--- src/rtl/draw_obstacle_field_if.sv ---
// VGA stream bundle: timing counters, sync/blank flags and pixel colour.
interface vga_if;
    logic [11:0] hcount;
    logic [11:0] vcount;
    logic        hsync;
    logic        vsync;
    logic        hblnk;
    logic        vblnk;
    logic [11:0] rgb;

    modport in  (input  hcount, vcount, hsync, vsync, hblnk, vblnk, rgb);
    modport out (output hcount, vcount, hsync, vsync, hblnk, vblnk, rgb);
endinterface

--- src/rtl/draw_obstacle_field.sv ---
// Scrolling pillar-pair field overlaid on the VGA stream, 1-clock latency.
module draw_obstacle_field #(
    parameter int          N_OBST     = 3,
    parameter int          OBST_W     = 50,
    parameter int          GAP_H      = 150,
    parameter int          SPACING    = 250,
    parameter int          SPEED      = 2,
    parameter int          GAP_MIN    = 60,
    parameter int          GAP_MAX    = 330,
    parameter logic [11:0] COLOR      = 12'hff0,
    parameter logic [15:0] LFSR_SEED  = 16'hACE1,
    parameter int          HOR_PIXELS = 800,
    parameter int          VER_PIXELS = 600
) (
    input  logic        clk,
    input  logic        rst,
    input  logic        enable,
    input  logic        restart,
    input  logic [11:0] score_x,
    vga_if.in           in,
    vga_if.out          out,
    output logic        pass_pulse
);

    localparam logic [12:0] SPEED13  = 13'(SPEED);
    localparam logic [12:0] WRAP_ADD = 13'(N_OBST * SPACING - SPEED);
    localparam logic [8:0]  RANGE    = 9'(GAP_MAX - GAP_MIN);
    localparam logic [11:0] GAP_MID  = 12'((GAP_MIN + GAP_MAX) / 2);
    localparam logic [12:0] W13      = 13'(OBST_W);
    localparam logic [12:0] H13      = 13'(GAP_H);
    localparam logic [12:0] VMAX13   = 13'(VER_PIXELS);

    logic [12:0] r       [N_OBST];
    logic [11:0] gap_top [N_OBST];
    logic [12:0] r_nxt   [N_OBST];
    logic [11:0] gap_nxt [N_OBST];

    logic [15:0] lfsr;
    logic        lfsr_fb;
    logic        prev_vblnk;
    logic        tick;
    logic        pass_nxt;
    logic [8:0]  cand;
    logic [11:0] new_gap;
    logic [12:0] hc;
    logic [12:0] vc;
    logic [12:0] sx;
    logic        hit;
    logic [11:0] rgb_nxt;

    assign tick    = in.vblnk & ~prev_vblnk;
    assign lfsr_fb = lfsr[15] ^ lfsr[13] ^ lfsr[12] ^ lfsr[10];
    assign cand    = (lfsr[8:0] > RANGE) ? lfsr[8:0] - (RANGE + 9'd1)
                                         : lfsr[8:0];
    assign new_gap = 12'(GAP_MIN) + {3'b000, cand};
    assign hc      = {1'b0, in.hcount};
    assign vc      = {1'b0, in.vcount};
    assign sx      = {1'b0, score_x};

    // every wrapping obstacle on a tick shares the same LFSR sample
    always_comb begin
        pass_nxt = 1'b0;
        for (int i = 0; i < N_OBST; i++) begin
            r_nxt[i]   = r[i] - SPEED13;
            gap_nxt[i] = gap_top[i];
            if (r[i] <= SPEED13) begin
                r_nxt[i]   = r[i] + WRAP_ADD;
                gap_nxt[i] = new_gap;
            end else if (r[i] > sx && r_nxt[i] <= sx) begin
                pass_nxt = 1'b1;
            end
        end
    end

    always_comb begin
        hit = 1'b0;
        for (int i = 0; i < N_OBST; i++) begin
            if (hc < r[i] && hc + W13 >= r[i] &&
                (vc < {1'b0, gap_top[i]} ||
                 (vc >= {1'b0, gap_top[i]} + H13 && vc < VMAX13)))
                hit = 1'b1;
        end
        rgb_nxt = in.rgb;
        if (in.hblnk || in.vblnk)
            rgb_nxt = 12'h000;
        else if (hit)
            rgb_nxt = COLOR;
    end

    always_ff @(posedge clk) begin
        if (rst) begin
            lfsr       <= LFSR_SEED;
            prev_vblnk <= 1'b0;
        end else begin
            lfsr       <= {lfsr[14:0], lfsr_fb};
            prev_vblnk <= in.vblnk;
        end
    end

    always_ff @(posedge clk) begin
        if (rst) begin
            out.hcount <= '0;
            out.vcount <= '0;
            out.hsync  <= 1'b0;
            out.vsync  <= 1'b0;
            out.hblnk  <= 1'b0;
            out.vblnk  <= 1'b0;
            out.rgb    <= '0;
        end else begin
            out.hcount <= in.hcount;
            out.vcount <= in.vcount;
            out.hsync  <= in.hsync;
            out.vsync  <= in.vsync;
            out.hblnk  <= in.hblnk;
            out.vblnk  <= in.vblnk;
            out.rgb    <= rgb_nxt;
        end
    end

    // obstacle state only moves at vblank start, so frames never tear
    always_ff @(posedge clk) begin
        if (rst || restart) begin
            pass_pulse <= 1'b0;
            for (int i = 0; i < N_OBST; i++) begin
                r[i]       <= 13'(HOR_PIXELS + OBST_W + i * SPACING);
                gap_top[i] <= GAP_MID;
            end
        end else begin
            pass_pulse <= 1'b0;
            if (tick && enable) begin
                pass_pulse <= pass_nxt;
                for (int i = 0; i < N_OBST; i++) begin
                    r[i]       <= r_nxt[i];
                    gap_top[i] <= gap_nxt[i];
                end
            end
        end
    end

endmodule
--- src/flat_wrapper.sv ---
// flat-port wrapper written by rule: the top's interface ports become plain ports
module draw_obstacle_field_flat 
#(
    parameter int          N_OBST     = 3,
    parameter int          OBST_W     = 50,
    parameter int          GAP_H      = 150,
    parameter int          SPACING    = 250,
    parameter int          SPEED      = 2,
    parameter int          GAP_MIN    = 60,
    parameter int          GAP_MAX    = 330,
    parameter logic [11:0] COLOR      = 12'hff0,
    parameter logic [15:0] LFSR_SEED  = 16'hACE1,
    parameter int          HOR_PIXELS = 800,
    parameter int          VER_PIXELS = 600
)
  (clk, rst, enable, restart, score_x, pass_pulse, in_hcount, in_vcount, in_hsync, in_vsync, in_hblnk, in_vblnk, in_rgb, out_hcount, out_vcount, out_hsync, out_vsync, out_hblnk, out_vblnk, out_rgb);
  vga_if in_i ();
  vga_if out_i ();
  input  logic clk;
  input  logic rst;
  input  logic enable;
  input  logic restart;
  input  logic [11:0] score_x;
  output logic pass_pulse;
  input wire logic [$bits(in_i.hcount)-1:0] in_hcount;
  input wire logic [$bits(in_i.vcount)-1:0] in_vcount;
  input wire logic [$bits(in_i.hsync)-1:0] in_hsync;
  input wire logic [$bits(in_i.vsync)-1:0] in_vsync;
  input wire logic [$bits(in_i.hblnk)-1:0] in_hblnk;
  input wire logic [$bits(in_i.vblnk)-1:0] in_vblnk;
  input wire logic [$bits(in_i.rgb)-1:0] in_rgb;
  output wire logic [$bits(out_i.hcount)-1:0] out_hcount;
  output wire logic [$bits(out_i.vcount)-1:0] out_vcount;
  output wire logic [$bits(out_i.hsync)-1:0] out_hsync;
  output wire logic [$bits(out_i.vsync)-1:0] out_vsync;
  output wire logic [$bits(out_i.hblnk)-1:0] out_hblnk;
  output wire logic [$bits(out_i.vblnk)-1:0] out_vblnk;
  output wire logic [$bits(out_i.rgb)-1:0] out_rgb;
  assign in_i.hcount = in_hcount;
  assign in_i.vcount = in_vcount;
  assign in_i.hsync = in_hsync;
  assign in_i.vsync = in_vsync;
  assign in_i.hblnk = in_hblnk;
  assign in_i.vblnk = in_vblnk;
  assign in_i.rgb = in_rgb;
  assign out_hcount = out_i.hcount;
  assign out_vcount = out_i.vcount;
  assign out_hsync = out_i.hsync;
  assign out_vsync = out_i.vsync;
  assign out_hblnk = out_i.hblnk;
  assign out_vblnk = out_i.vblnk;
  assign out_rgb = out_i.rgb;
  draw_obstacle_field #(.N_OBST(N_OBST), .OBST_W(OBST_W), .GAP_H(GAP_H), .SPACING(SPACING), .SPEED(SPEED), .GAP_MIN(GAP_MIN), .GAP_MAX(GAP_MAX), .COLOR(COLOR), .LFSR_SEED(LFSR_SEED), .HOR_PIXELS(HOR_PIXELS), .VER_PIXELS(VER_PIXELS)) u_core (.clk(clk), .rst(rst), .enable(enable), .restart(restart), .score_x(score_x), .in(in_i), .out(out_i), .pass_pulse(pass_pulse));
endmodule
--- config.mk ---
export PLATFORM = sky130hd
export DESIGN_NAME = draw_obstacle_field_flat
export DESIGN_NICKNAME = d
export VERILOG_FILES = /design/src/rtl/draw_obstacle_field_if.sv /design/src/rtl/draw_obstacle_field.sv /design/src/flat_wrapper.sv
export SDC_FILE = /design/constraint.sdc
export NUM_CORES = 1
export LEC_CHECK = 0
export CAP_MARGIN = 20
export CELL_PAD_IN_SITES_DETAIL_PLACEMENT = 2
export CELL_PAD_IN_SITES_GLOBAL_PLACEMENT = 2
export CORE_MARGIN = 4
export CORE_UTILIZATION = 37
export DETAILED_ROUTE_END_ITERATION = 16
export GPL_TIMING_DRIVEN = 1
export PLACE_DENSITY = 0.82
export REMOVE_ABC_BUFFERS = 1
export SLEW_MARGIN = 20
export SYNTH_ARGS = -nofsm -noshare
export SYNTH_HDL_FRONTEND = slang
export SYNTH_SLANG_ARGS = --single-unit
--- constraint.sdc ---
create_clock -name clk -period 3.2 [get_ports clk]
set_input_delay 0.48 -clock clk [delete_from_list [all_inputs] [get_ports clk]]
set_output_delay 0.48 -clock clk [all_outputs]
set_load 0.05 [all_outputs]
== After elaboration in Yosys (flattened, before gate mapping) ==
Memories as Yosys holds them, arrays and structs flattened.
Index checks and enable logic that the tools add are counted.

* Muxes and demuxes: 28
* Reductions and logical operators: 21
* $lt $le $gt $ge: 23
* Bitwise logic cells: 12
* $add $sub $neg: 12

{| class="wikitable"
|+ Operator list
! cell !! count
|-
| 2-to-1 mux 12 bit || 7
|-
| 2-to-1 mux 13 bit || 6
|-
| adder 12 x 8 -> 13 bit (second input constant) || 3
|-
| adder 13 x 10 -> 13 bit (second input constant) || 3
|-
| greater-or-equal comparator 12 x 13 -> 1 bit || 3
|-
| greater-or-equal comparator 13 bit || 3
|-
| > comparator 13 x 12 -> 1 bit || 3
|-
| less-or-equal comparator 13 x 12 -> 1 bit || 3
|-
| less-or-equal comparator 13 x 2 -> 1 bit (second input constant) || 3
|-
| less-than comparator 12 x 13 -> 1 bit || 3
|-
| subtractor 13 x 2 -> 13 bit (second input constant) || 3
|-
| less-than comparator 12 bit || 3
|-
| 2-to-1 mux 1 bit || 14
|-
| adder 12 x 6 -> 13 bit (second input constant) || 1
|-
| logical AND 1 bit || 13
|-
| less-than comparator 12 x 10 -> 1 bit (second input constant) || 1
|-
| adder 6 x 9 -> 10 bit (first input constant) || 1
|-
| > comparator 9 bit (second input constant) || 1
|-
| 2-to-1 mux 9 bit || 1
|-
| subtractor 9 bit (second input constant) || 1
|-
| bitwise OR 1 bit || 6
|-
| logical OR 1 bit || 5
|-
| OR reduction 2 bit || 2
|-
| OR reduction 3 bit || 1
|-
| 3 further kinds || 6
|}

* Output and inout bits: 41
* Word-level logic and storage cells: 108
* Input bits: 56
* Bits in registers: 57
* Memories kept: 2
* Bits in writable memories: 75

{| class="wikitable"
|+ Memories
! memory !! depth !! width !! read ports !! clocked after Yosys merged registers in !! wr ports !! RTL line !! RTL
|-
| u_core.r || 3 || 13 || 3 || 0 || 3 || draw_obstacle_field.sv:33 || <nowiki>logic [12:0] r [N_OBST];</nowiki>
|-
| u_core.gap_top || 3 || 12 || 3 || 0 || 3 || draw_obstacle_field.sv:34 || <nowiki>logic [11:0] gap_top [N_OBST];</nowiki>
|}

== Depth between registers and ports, before layout ==
Gate-level depths: netlist of the first run.
An unclocked memory read counts as a cell.

* Depth after elaboration: 10
* Mapped depth: 15

== Least setup slack after synthesis of the first run ==
OpenSTA, ideal clock, no wires.

* Kind: input -> register
* Start point: in in_hcount[2]
* End point: reg u_core.out.rgb[11]
* Arrival time: 2.775 ns
* Stages on the path: 13
* Library setup time: 0.115 ns
* Data required time: 3.085 ns
* Path slack: 0.310 ns
* Cells stage by stage: nand3_1 nor3b_1 nor2_1 nand3_1 xnor2_1 ha_1 a21o_1 a21o_1 a2111oi_0 a211o_1 o211ai_1 buf_2 o21a_1

* Longest elaborated chain between the ends: 8
* Elaborated cells on any way between the ends: 17
* Classes of those cells: add/sub: 1; order compare: 6; mux: 4; reduce/logical: 6

{| class="wikitable"
|+ RTL lines
! what !! RTL line !! RTL
|-
| from (decl) || flat_wrapper.sv:25 || <nowiki>input wire logic [$bits(in_i.hcount)-1:0] in_hcount;</nowiki>
|-
| adder 12 x 6 -> 13 bit || draw_obstacle_field.sv:78 || <nowiki>if (hc < r[i] && hc + W13 >= r[i] &&</nowiki>
|-
| greater-or-equal comparator 13 bit || draw_obstacle_field.sv:78 ||
|-
| logical AND 1 bit (2 in series) || draw_obstacle_field.sv:78 ||
|-
| 2-to-1 mux 1 bit (2 in series) || draw_obstacle_field.sv:78 ||
|-
| 2-to-1 mux 1 bit (*) || draw_obstacle_field.sv:78 ||
|-
| 2-to-1 mux 12 bit (*) || draw_obstacle_field.sv:86 || <nowiki>else if (hit)</nowiki>
|-
| to (signal assigned) || draw_obstacle_field.sv:116 || <nowiki>out.rgb <= rgb_nxt;</nowiki>
|-
| to (decl) || draw_obstacle_field_if.sv:12 || <nowiki>modport out (output hcount, vcount, hsync, vsync, hblnk, vblnk, rgb);</nowiki>
|}

Mark *: on every way between the ends. The rest lies on a longest branch, timed or not.
A chain may end at the register's enable or synchronous reset.

==> results of run 1 <==
## where the power goes
| group | leakage, nW | internal [mW] | switching, mW |
|---|---|---|---|
| registers | 1.12 | 1.73 | 0.0789 |
| clock network | 0.298 | 1.14 | 0.971 |
| logic | 4.45 | 0.590 | 0.904 |
| total | 5.87 | 3.46 | 1.95 |
## logic make-up (layout without fill, tap and decap cells)
| group | count (synthesis) | after routing | share of synthesized area [%] |
|---|---|---|---|
| AOI/OAI and AO/OA | 220 | 220 | 14.6 |
| xor gates and xnor gates | 73 | 73 | 6.68 |
| adders and majority gates | 214 | 214 | 26.7 |
| buffers and inverters | 114 | 339 | 4.47 |
| DFF | 123 | 123 | 31.2 |
| muxes | 2 | 2 | 0.212 |
| and+or+nand+nor | 303 | 303 | 16.1 |
## flip-flops by register name (all words and copies together) (netlist names)
signal	flops
u_core.out.hcount	12
u_core.out.rgb	12
u_core.out.hsync	1
u_core.pass_pulse	1
u_core.out.vcount	12
u_core.out.vsync	1
u_core.out.hblnk	1
u_core.gap_top	30
u_core.prev_vblnk	1
u_core.lfsr	16
u_core.r	36
## through the flow
stage                     hold WS, ns  util (%)
after floorplan                 0.389         -
after global placement          0.394      45.5
after detailed placement        0.400      45.5
after CTS                       0.431      48.9
after global routing            0.455      50.3
final                           0.442      50.3
## cell usage in the layout (no fill, tap or decap), drive strengths merged, types with 5 or more instances in the layout
cell type / n
xor2: 15
and3: 12
edfxtp: 66
ha: 214
nor2b: 43
a2111oi: 6
buf: 112
dfxtp: 57
clkbuf: 21
clkdlybuf4s50: 88
or3: 9
o211ai: 12
o21a: 15
o21ai: 48
nor4: 11
xnor2: 58
nor2: 64
or4: 5
nand3: 25
nor3: 20
a211oi: 16
or2: 8
a21oi: 56
nand2: 56
inv: 111
nand2b: 9
nand4: 23
a21o: 25
## metal layers
| layer | track usage, % | share of wire [%] | vias to the layer above | wire [um] |
|---|---|---|---|---|
| met3 | 7.18 | 7.7 | 265 | 4140 |
| met5 | 0 | 0.024 | - | 13 |
| li1 | - | - | 4266 | - |
| met1 | 35.0 | 37 | 5154 | 20000 |
| met2 | 54.3 | 48 | 679 | 25800 |
| met4 | 16.2 | 6.5 | 2 | 3500 |
## worst max path at each step
stage,start,end,slack (ns),cells past startpoint
5_1_grt,u_core.gap_top[0][14]$_SDFFCE_PN0P_,u_core.out.rgb[10]$_SDFF_PP0_,-0.43,17
3_5_place_dp,in_hcount[1],u_core.out.rgb[10]$_SDFF_PP0_,-0.72,16
6_report,u_core.gap_top[0][15]$_SDFFCE_PN0P_,u_core.out.rgb[10]$_SDFF_PP0_,-0.35,16
2_1_floorplan,in_hcount[2],u_core.out.rgb[10]$_SDFF_PP0_,0.25,12
4_1_cts,u_core.gap_top[0][2]$_SDFFCE_PN0P_,u_core.out.rgb[10]$_SDFF_PP0_,-0.08,16
3_3_place_gp,in_hcount[1],u_core.out.rgb[11]$_SDFF_PP0_,-0.68,16
## final cells by class
cell class | count | area share [%]
Inverter | 100 | 2.83
Timing Repair Buffer | 207 | 13.6
Sequential cell | 123 | 23.5
Clock buffer | 20 | 3.69
Clock inverter | 12 | 0.830
Multi-Input combinational cell | 812 | 52.4
Tap cell | 335 | 3.16
## worst reg2reg max path, stage by stage, from the launching register on
cell and delay [ns]:
sky130_fd_sc_hd__edfxtp_1 0.48, sky130_fd_sc_hd__inv_1 0.13, sky130_fd_sc_hd__a21oi_2 0.19, sky130_fd_sc_hd__o21ai_1 0.13
sky130_fd_sc_hd__o21ai_1 0.27, sky130_fd_sc_hd__xnor2_1 0.20, sky130_fd_sc_hd__ha_1 0.32, sky130_fd_sc_hd__a211oi_2 0.26
sky130_fd_sc_hd__o21ai_2 0.10, sky130_fd_sc_hd__a31oi_2 0.19, sky130_fd_sc_hd__a211oi_2 0.11, sky130_fd_sc_hd__a211oi_2 0.27
sky130_fd_sc_hd__buf_4 0.16, sky130_fd_sc_hd__o211ai_1 0.08, sky130_fd_sc_hd__buf_4 0.19, sky130_fd_sc_hd__buf_8 0.15
sky130_fd_sc_hd__o21a_1 0.20
## repair_timing
action | 4_1_cts | 5_1_grt
pin swaps | 17 | 32
endpoints found under the setup margin | 13 | 27
buffers inserted | 10 | 10
gates cloned | 1 | 0
gates resized for setup | 60 | 72
==> run_summary.xml, run 1 <==
<?xml version="1.0" encoding="UTF-8"?>
<metrics>
  <group name="layout">
    <metric name="multi_input_area" unit="sq mm">0.00694</metric>
    <metric name="fin_nets" unit="">1531</metric>
    <metric name="seqCellArea" unit="sq mm">0.00312</metric>
    <metric name="instances_no_fill" unit="">1609</metric>
    <metric name="synthToLayoutAreaGrowth" unit="%">32.4</metric>
    <metric name="drive_gt1_share" unit="%">19.9</metric>
    <metric name="antenna_fix_cells" unit="">0</metric>
    <metric name="num-fill-cells" unit="">2705</metric>
    <metric name="final_design_area_no_fill" unit="sq mm">0.0133</metric>
  </group>
  <group name="global_route">
    <metric name="vias_in_the_first_global_route" unit="">11391</metric>
    <metric name="grt_antenna_before_repair" unit="">1</metric>
    <metric name="grt_pass1_wl" unit="mm">71.0</metric>
    <metric name="globalRoute.totalOverflow" unit="">0</metric>
    <metric name="global_route.usage.total" unit="%">30.9</metric>
    <metric name="grt_start_max_net_pins" unit="">46</metric>
  </group>
  <group name="floorplan">
    <metric name="chipWidth" unit="um">173</metric>
    <metric name="core_area" unit="sq mm">0.0264</metric>
    <metric name="floorplan.die.height" unit="um">173</metric>
    <metric name="die_area" unit="sq mm">0.0298</metric>
    <metric name="placementRows" unit="">59</metric>
    <metric name="floorplan.initialDensity" unit="%">38.0</metric>
    <metric name="boundaryPins" unit="">97</metric>
  </group>
  <group name="synthesis">
    <metric name="largest_cells_by_area_after_synthesis" unit="">sky130_fd_sc_hd__ha_1 (27%), sky130_fd_sc_hd__edfxtp_1 (20%), sky130_fd_sc_hd__dfxtp_1 (11%)</metric>
    <metric name="synth-edff-count" unit="">66</metric>
    <metric name="synth_top_area_share" unit="%">26.7</metric>
    <metric name="ys_top_cells_by_count" unit="">sky130_fd_sc_hd__ha_1 (214), sky130_fd_sc_hd__inv_1 (100), sky130_fd_sc_hd__edfxtp_1 (66)</metric>
    <metric name="synth-seq-area-share" unit="%">31.2</metric>
    <metric name="synth.ff_latch_count" unit="">123</metric>
    <metric name="post_synth_inst_count" unit="">1049</metric>
    <metric name="postSynthAreaPerCell" unit="sq um">9.55</metric>
    <metric name="netlist-cell-type-count" unit="">68</metric>
    <metric name="netlist_area" unit="sq mm">0.0100</metric>
    <metric name="async_reset_ff_share" unit="%">0</metric>
    <metric name="synth_largest_area_cell" unit="">sky130_fd_sc_hd__ha_1</metric>
    <metric name="ys.warnings.count" unit="">0</metric>
    <metric name="synth_flop_cell" unit="">sky130_fd_sc_hd__edfxtp_1</metric>
    <metric name="synth_most_common_cell" unit="">sky130_fd_sc_hd__ha_1</metric>
  </group>
  <group name="worst_hold_path">
    <metric name="min_delay_path_depth" unit="">1</metric>
    <metric name="min-delay-path-class" unit="">reg2reg</metric>
    <metric name="hold_path.startpoint" unit="">u_core.lfsr[14]$_SDFF_PP0_</metric>
    <metric name="worstHoldEndpoint" unit="">u_core.lfsr[15]$_SDFF_PP1_</metric>
  </group>
  <group name="placement">
    <metric name="placer_congestion" unit="">0.880</metric>
    <metric name="numPortBuffers" unit="">96</metric>
    <metric name="pre_cts_slack" unit="ns">-0.716</metric>
    <metric name="post_place_cell_area" unit="sq mm">0.0120</metric>
    <metric name="place.detailed.hpwl" unit="mm">31.1</metric>
    <metric name="placed_cells_incl_taps" unit="">1556</metric>
  </group>
  <group name="route">
    <metric name="detailroute.via_count" unit="">10366</metric>
    <metric name="detailedRoute.firstPassIterationCount" unit="">5</metric>
    <metric name="detail_route.drc_violations" unit="">0</metric>
    <metric name="avgViaCountPerCell" unit="">6.44</metric>
    <metric name="drt.antenna.violating_nets" unit="">0</metric>
    <metric name="iteration_0_drc_count_of_the_detailed_router" unit="">969</metric>
    <metric name="postRouteWirelength" unit="mm">53.5</metric>
    <metric name="detail_route.wl_per_cell" unit="um">33.3</metric>
  </group>
  <group name="worst_setup_path">
    <metric name="cpPeakStageDelay" unit="ns">0.48</metric>
    <metric name="timing.rr.start" unit="">u_core.gap_top[0][15]$_SDFFCE_PN0P_</metric>
    <metric name="worstPathMaxFanout" unit="">6</metric>
    <metric name="crit_type" unit="">reg2reg</metric>
    <metric name="cp_data_required_time" unit="ns">3.54</metric>
    <metric name="category_of_the_worst_setup_path_launch_point" unit="">flip-flop</metric>
    <metric name="cp.buffers_inverters" unit="">4</metric>
    <metric name="worst-r2r-setup-slack" unit="ns">-0.35</metric>
    <metric name="timing.reg2reg.worst_path_depth" unit="">16</metric>
    <metric name="cp-end-kind" unit="">flip-flop</metric>
    <metric name="r2r_path_end" unit="">u_core.out.rgb[10]$_SDFF_PP0_</metric>
    <metric name="cpMostUsedCell" unit="">sky130_fd_sc_hd__a211oi_2</metric>
    <metric name="crit_chain" unit="">inv_1 -&gt; a21oi_2 -&gt; o21ai_1 -&gt; o21ai_1 -&gt; xnor2_1 -&gt; ha_1 -&gt; a211oi_2 -&gt; o21ai_2 -&gt; a31oi_2 -&gt; a211oi_2 -&gt; a211oi_2 -&gt; buf_4 -&gt; o211ai_1 -&gt; buf_4 -&gt; buf_8 -&gt; o21a_1</metric>
    <metric name="timing.critical_path.slowest_stage_cell" unit="">sky130_fd_sc_hd__edfxtp_1</metric>
    <metric name="critPathTopFamily" unit="">compound AO/OA/AOI/OAI gates</metric>
    <metric name="worst-endpoint-arrival" unit="ns">3.90</metric>
  </group>
  <group name="cts">
    <metric name="tritoncts.num_buffers" unit="">17</metric>
    <metric name="clock_pin_slew_on_the_worst_setup_and_hold_paths" unit="ns">0.07</metric>
    <metric name="tritoncts_clock_tree" unit="">done</metric>
    <metric name="cts.htree.levels" unit="">4</metric>
    <metric name="clkLatencyLatePin" unit="ns">0.46</metric>
    <metric name="holdBufCountCts" unit="">0</metric>
    <metric name="cts-root-to-sink-buffers" unit="">2</metric>
    <metric name="clkSinkCount" unit="">123</metric>
    <metric name="clk_root_buffer_cell" unit="">sky130_fd_sc_hd__clkbuf_16</metric>
  </group>
  <group name="timing">
    <metric name="max_freq" unit="MHz">281</metric>
    <metric name="relative_slew_slack" unit="%">39.7</metric>
    <metric name="fin_worst_skew" unit="ns">0.0193</metric>
    <metric name="unrepaired_setup_endpoints_after_global_routing" unit="">yes</metric>
    <metric name="period_utilization" unit="%">111</metric>
    <metric name="report.final.hold_viol_count" unit="">0</metric>
    <metric name="finalSetupTns" unit="ns">-3.98</metric>
    <metric name="finalWorstPathRequiredPeriod" unit="ns">3.55</metric>
    <metric name="tightestPinTransition" unit="ns">0.898</metric>
    <metric name="slew_violations" unit="">0</metric>
    <metric name="setup_slack" unit="ns">-0.355</metric>
    <metric name="setup_viol" unit="">16</metric>
  </group>
  <group name="power_and_ir_drop">
    <metric name="sum_of_internal_switching_and_leakage_power" unit="mW">5.42</metric>
    <metric name="power.static_leakage" unit="nW">5.87</metric>
    <metric name="max-vdd-ir-drop" unit="uV">344</metric>
    <metric name="power-per-cell-area" unit="mW/mm^2">409</metric>
  </group>
  <group name="flow_run">
    <metric name="max-cap-violations" unit="">0</metric>
  </group>
  <group name="run_status">
    <metric name="run_status" unit="">finished, violations left</metric>
    <metric name="violations" unit="">setup timing</metric>
  </group>
</metrics>
(Power assumes the default switching activity.)
==> run 2: changes to the inputs <==
Settings changed: CTS_CLUSTER_SIZE set to 20, SLEW_MARGIN 20 to 0.
==> results of run 2 <==
The final DEF is identical to that of run 1; final timing and power are the same.
==> run 3: changes to the inputs <==
Settings changed: HOLD_SLACK_MARGIN set to 0.06, SKIP_CTS_REPAIR_TIMING set to 1.
==> run 3 against run 2 <==
  * The run still ends with setup timing left
  * Critical path depth shrank 1
  * Routed wire length decreased by 4.9%
  * Clock power barely moved
  * Clock-buffer cell count stayed put
  * Sequential share of layout area up 0.18 points
  * Sequential cell count stayed put
  * Sequential power about the same
  * Register-to-register slack improved by 0.06 ns
  * Power down 1.3%
  * Design area decreased by 0.76%
==> run_summary.xml, run 3 (synthesis gave the netlist of run 1 again) <==
<?xml version="1.0" encoding="UTF-8"?>
<metrics>
  <group name="worst_setup_path">
    <metric name="category_of_the_worst_setup_path_launch_point" unit="">flip-flop</metric>
    <metric name="cp_data_required_time" unit="ns">3.54</metric>
    <metric name="timing.reg2reg.worst_path_depth" unit="">15</metric>
    <metric name="worst-r2r-setup-slack" unit="ns">-0.29</metric>
    <metric name="worst-endpoint-arrival" unit="ns">3.83</metric>
    <metric name="r2r_path_end" unit="">u_core.out.rgb[10]$_SDFF_PP0_</metric>
    <metric name="worstPathMaxFanout" unit="">6</metric>
    <metric name="cp-end-kind" unit="">flip-flop</metric>
    <metric name="timing.rr.start" unit="">u_core.gap_top[0][2]$_SDFFCE_PN0P_</metric>
    <metric name="crit_type" unit="">reg2reg</metric>
  </group>
  <group name="global_route">
    <metric name="met2_use_gr" unit="%">49.3</metric>
    <metric name="grt_start_max_net_pins" unit="">46</metric>
    <metric name="vias_in_the_first_global_route" unit="">10791</metric>
    <metric name="global_route.usage.total" unit="%">27.9</metric>
    <metric name="busiest_layer" unit="">met2</metric>
    <metric name="globalRoute.totalOverflow" unit="">0</metric>
    <metric name="gr-usage-met3" unit="%">6.14</metric>
    <metric name="grt_antenna_before_repair" unit="">2</metric>
    <metric name="grt_pass1_wl" unit="mm">64.4</metric>
    <metric name="global_route.usage.met1" unit="%">32.4</metric>
  </group>
  <group name="cts">
    <metric name="cts-root-to-sink-buffers" unit="">2</metric>
    <metric name="clk_root_buffer_cell" unit="">sky130_fd_sc_hd__clkbuf_16</metric>
    <metric name="clock_pin_slew_on_the_worst_setup_and_hold_paths" unit="ns">0.07</metric>
    <metric name="clkLatencyLatePin" unit="ns">0.45</metric>
    <metric name="cts.htree.levels" unit="">4</metric>
    <metric name="tritoncts_clock_tree" unit="">done</metric>
    <metric name="tritoncts.num_buffers" unit="">17</metric>
    <metric name="clkSinkCount" unit="">123</metric>
  </group>
  <group name="route">
    <metric name="postRouteWirelength" unit="mm">50.9</metric>
    <metric name="detailroute.via_count" unit="">10118</metric>
    <metric name="detail_route.wl_per_cell" unit="um">31.6</metric>
    <metric name="iteration_0_drc_count_of_the_detailed_router" unit="">767</metric>
    <metric name="drt.antenna.violating_nets" unit="">0</metric>
    <metric name="detail_route.drc_violations" unit="">0</metric>
    <metric name="detailedRoute.firstPassIterationCount" unit="">5</metric>
    <metric name="avgViaCountPerCell" unit="">6.28</metric>
  </group>
  <group name="timing">
    <metric name="setup_viol" unit="">13</metric>
    <metric name="relative_slew_slack" unit="%">40.7</metric>
    <metric name="finalSetupTns" unit="ns">-3.29</metric>
    <metric name="slew_violations" unit="">0</metric>
    <metric name="setup_slack" unit="ns">-0.292</metric>
    <metric name="report.final.hold_viol_count" unit="">0</metric>
    <metric name="period_utilization" unit="%">109</metric>
    <metric name="unrepaired_setup_endpoints_after_global_routing" unit="">yes</metric>
    <metric name="fin_worst_skew" unit="ns">0.0108</metric>
    <metric name="finalWorstPathRequiredPeriod" unit="ns">3.49</metric>
    <metric name="tightestPinTransition" unit="ns">0.882</metric>
    <metric name="max_freq" unit="MHz">286</metric>
  </group>
  <group name="layout">
    <metric name="final_design_area_no_fill" unit="sq mm">0.0132</metric>
    <metric name="synthToLayoutAreaGrowth" unit="%">31.4</metric>
    <metric name="instances_no_fill" unit="">1610</metric>
    <metric name="fin_nets" unit="">1531</metric>
    <metric name="final_common_cell" unit="">sky130_fd_sc_hd__ha_1</metric>
    <metric name="drive_gt1_share" unit="%">18.5</metric>
    <metric name="most_used_cells_in_the_layout_excluding_fill_and_tap_cells" unit="">sky130_fd_sc_hd__ha_1 (209), sky130_fd_sc_hd__buf_4 (108), sky130_fd_sc_hd__inv_1 (93), sky130_fd_sc_hd__clkdlybuf4s50_1 (91), sky130_fd_sc_hd__edfxtp_1 (66)</metric>
    <metric name="largest-register" unit="">u_core.r</metric>
    <metric name="reg_top3" unit="">u_core.r: 36 flops, u_core.gap_top: 30 flops, u_core.lfsr: 16 flops</metric>
    <metric name="number_of_flip_flops_under_the_largest_register_name" unit="">36</metric>
  </group>
  <group name="worst_hold_path">
    <metric name="worstHoldEndpoint" unit="">u_core.lfsr[10]$_SDFF_PP1_</metric>
    <metric name="min_delay_path_depth" unit="">1</metric>
    <metric name="min-delay-path-class" unit="">reg2reg</metric>
    <metric name="hold_path.startpoint" unit="">u_core.lfsr[9]$_SDFF_PP0_</metric>
  </group>
  <group name="floorplan">
    <metric name="die_area" unit="sq mm">0.0298</metric>
    <metric name="boundaryPins" unit="">97</metric>
    <metric name="chipWidth" unit="um">173</metric>
    <metric name="placementRows" unit="">59</metric>
    <metric name="floorplan.die.height" unit="um">173</metric>
    <metric name="floorplan.initialDensity" unit="%">38.0</metric>
    <metric name="core_area" unit="sq mm">0.0264</metric>
  </group>
  <group name="placement">
    <metric name="numPortBuffers" unit="">96</metric>
    <metric name="placer_congestion" unit="">0.880</metric>
    <metric name="place.detailed.hpwl" unit="mm">31.1</metric>
    <metric name="post_place_cell_area" unit="sq mm">0.0120</metric>
    <metric name="pre_cts_slack" unit="ns">-0.716</metric>
    <metric name="placed_cells_incl_taps" unit="">1556</metric>
  </group>
  <group name="flow_run">
    <metric name="max-cap-violations" unit="">0</metric>
  </group>
  <group name="run_status">
    <metric name="violations" unit="">setup timing</metric>
    <metric name="run_status" unit="">finished, violations left</metric>
  </group>
  <group name="power_and_ir_drop">
    <metric name="max-vdd-ir-drop" unit="uV">319</metric>
    <metric name="power.static_leakage" unit="nW">5.87</metric>
    <metric name="power-per-cell-area" unit="mW/mm^2">406</metric>
  </group>
</metrics>
==> run 3: worst max-delay path, stage by stage (launching register included) <==
cell and delay, ns:
sky130_fd_sc_hd__edfxtp_1 0.45, sky130_fd_sc_hd__inv_2 0.09, sky130_fd_sc_hd__buf_4 0.14, sky130_fd_sc_hd__a21oi_2 0.18, sky130_fd_sc_hd__o21ai_1 0.14, sky130_fd_sc_hd__o21ai_1 0.29, sky130_fd_sc_hd__nand3_1 0.14, sky130_fd_sc_hd__ha_1 0.33
sky130_fd_sc_hd__a2111o_1 0.46, sky130_fd_sc_hd__a221oi_2 0.20, sky130_fd_sc_hd__a221o_1 0.20, sky130_fd_sc_hd__a211o_1 0.15, sky130_fd_sc_hd__o211ai_1 0.09, sky130_fd_sc_hd__buf_4 0.18, sky130_fd_sc_hd__buf_8 0.15, sky130_fd_sc_hd__o21a_1 0.17
==> run 3: cell type report <==
type	instances	area, sq um
Antenna cell	1	2.50
Multi-Input combinational cell	812	6830
Inverter	100	375
Clock buffer	20	489
Clock inverter	12	110
Fill cell	2723	13200
Tap cell	335	419
Sequential cell	123	3120
Timing Repair Buffer	207	1810
==> run 3: per-stage QoR <==
stage | power, mW | hold WS (ns) | util, %
finish | 5.35 | 0.434 | 49.9
global route | 5.52 | 0.441 | 49.9
CTS | 5.13 | 0.431 | 47.8
detailed placement | 3.01 | 0.400 | 45.5
global placement | 2.90 | 0.394 | 45.5
floorplan | 2.47 | 0.389 | -
==> run 3: worst max path at each step <==
stage | start | endpoint | slack [ns] | depth (start not counted)
detailed placement | in_hcount[1] | u_core.out.rgb[10]$_SDFF_PP0_ | -0.72 | 16
finish | u_core.gap_top[0][2]$_SDFFCE_PN0P_ | u_core.out.rgb[10]$_SDFF_PP0_ | -0.29 | 15
global route | u_core.gap_top[0][3]$_SDFFCE_PN0P_ | u_core.out.rgb[10]$_SDFF_PP0_ | -0.33 | 14
global placement | in_hcount[1] | u_core.out.rgb[11]$_SDFF_PP0_ | -0.68 | 16
CTS | in_hcount[3] | u_core.out.rgb[10]$_SDFF_PP0_ | -0.33 | 15
floorplan | in_hcount[2] | u_core.out.rgb[10]$_SDFF_PP0_ | 0.25 | 12
==> run 3: power by group <==
group          switching (mW)  leakage [nW]  internal (mW)  total (mW)
logic                   0.865          4.45          0.581        1.45
clock network           0.953         0.298           1.14        2.09
registers              0.0756          1.12           1.73        1.81
==> run 3: layer usage <==
layer / vias to the layer above / part of all wire, % / wire length, um
met5: - / 0 / 0
met4: 0 / 5.7 / 2920
met3: 196 / 6.8 / 3460
met2: 527 / 49 / 24800
met1: 5128 / 39 / 19700
li1: 4267 / - / -
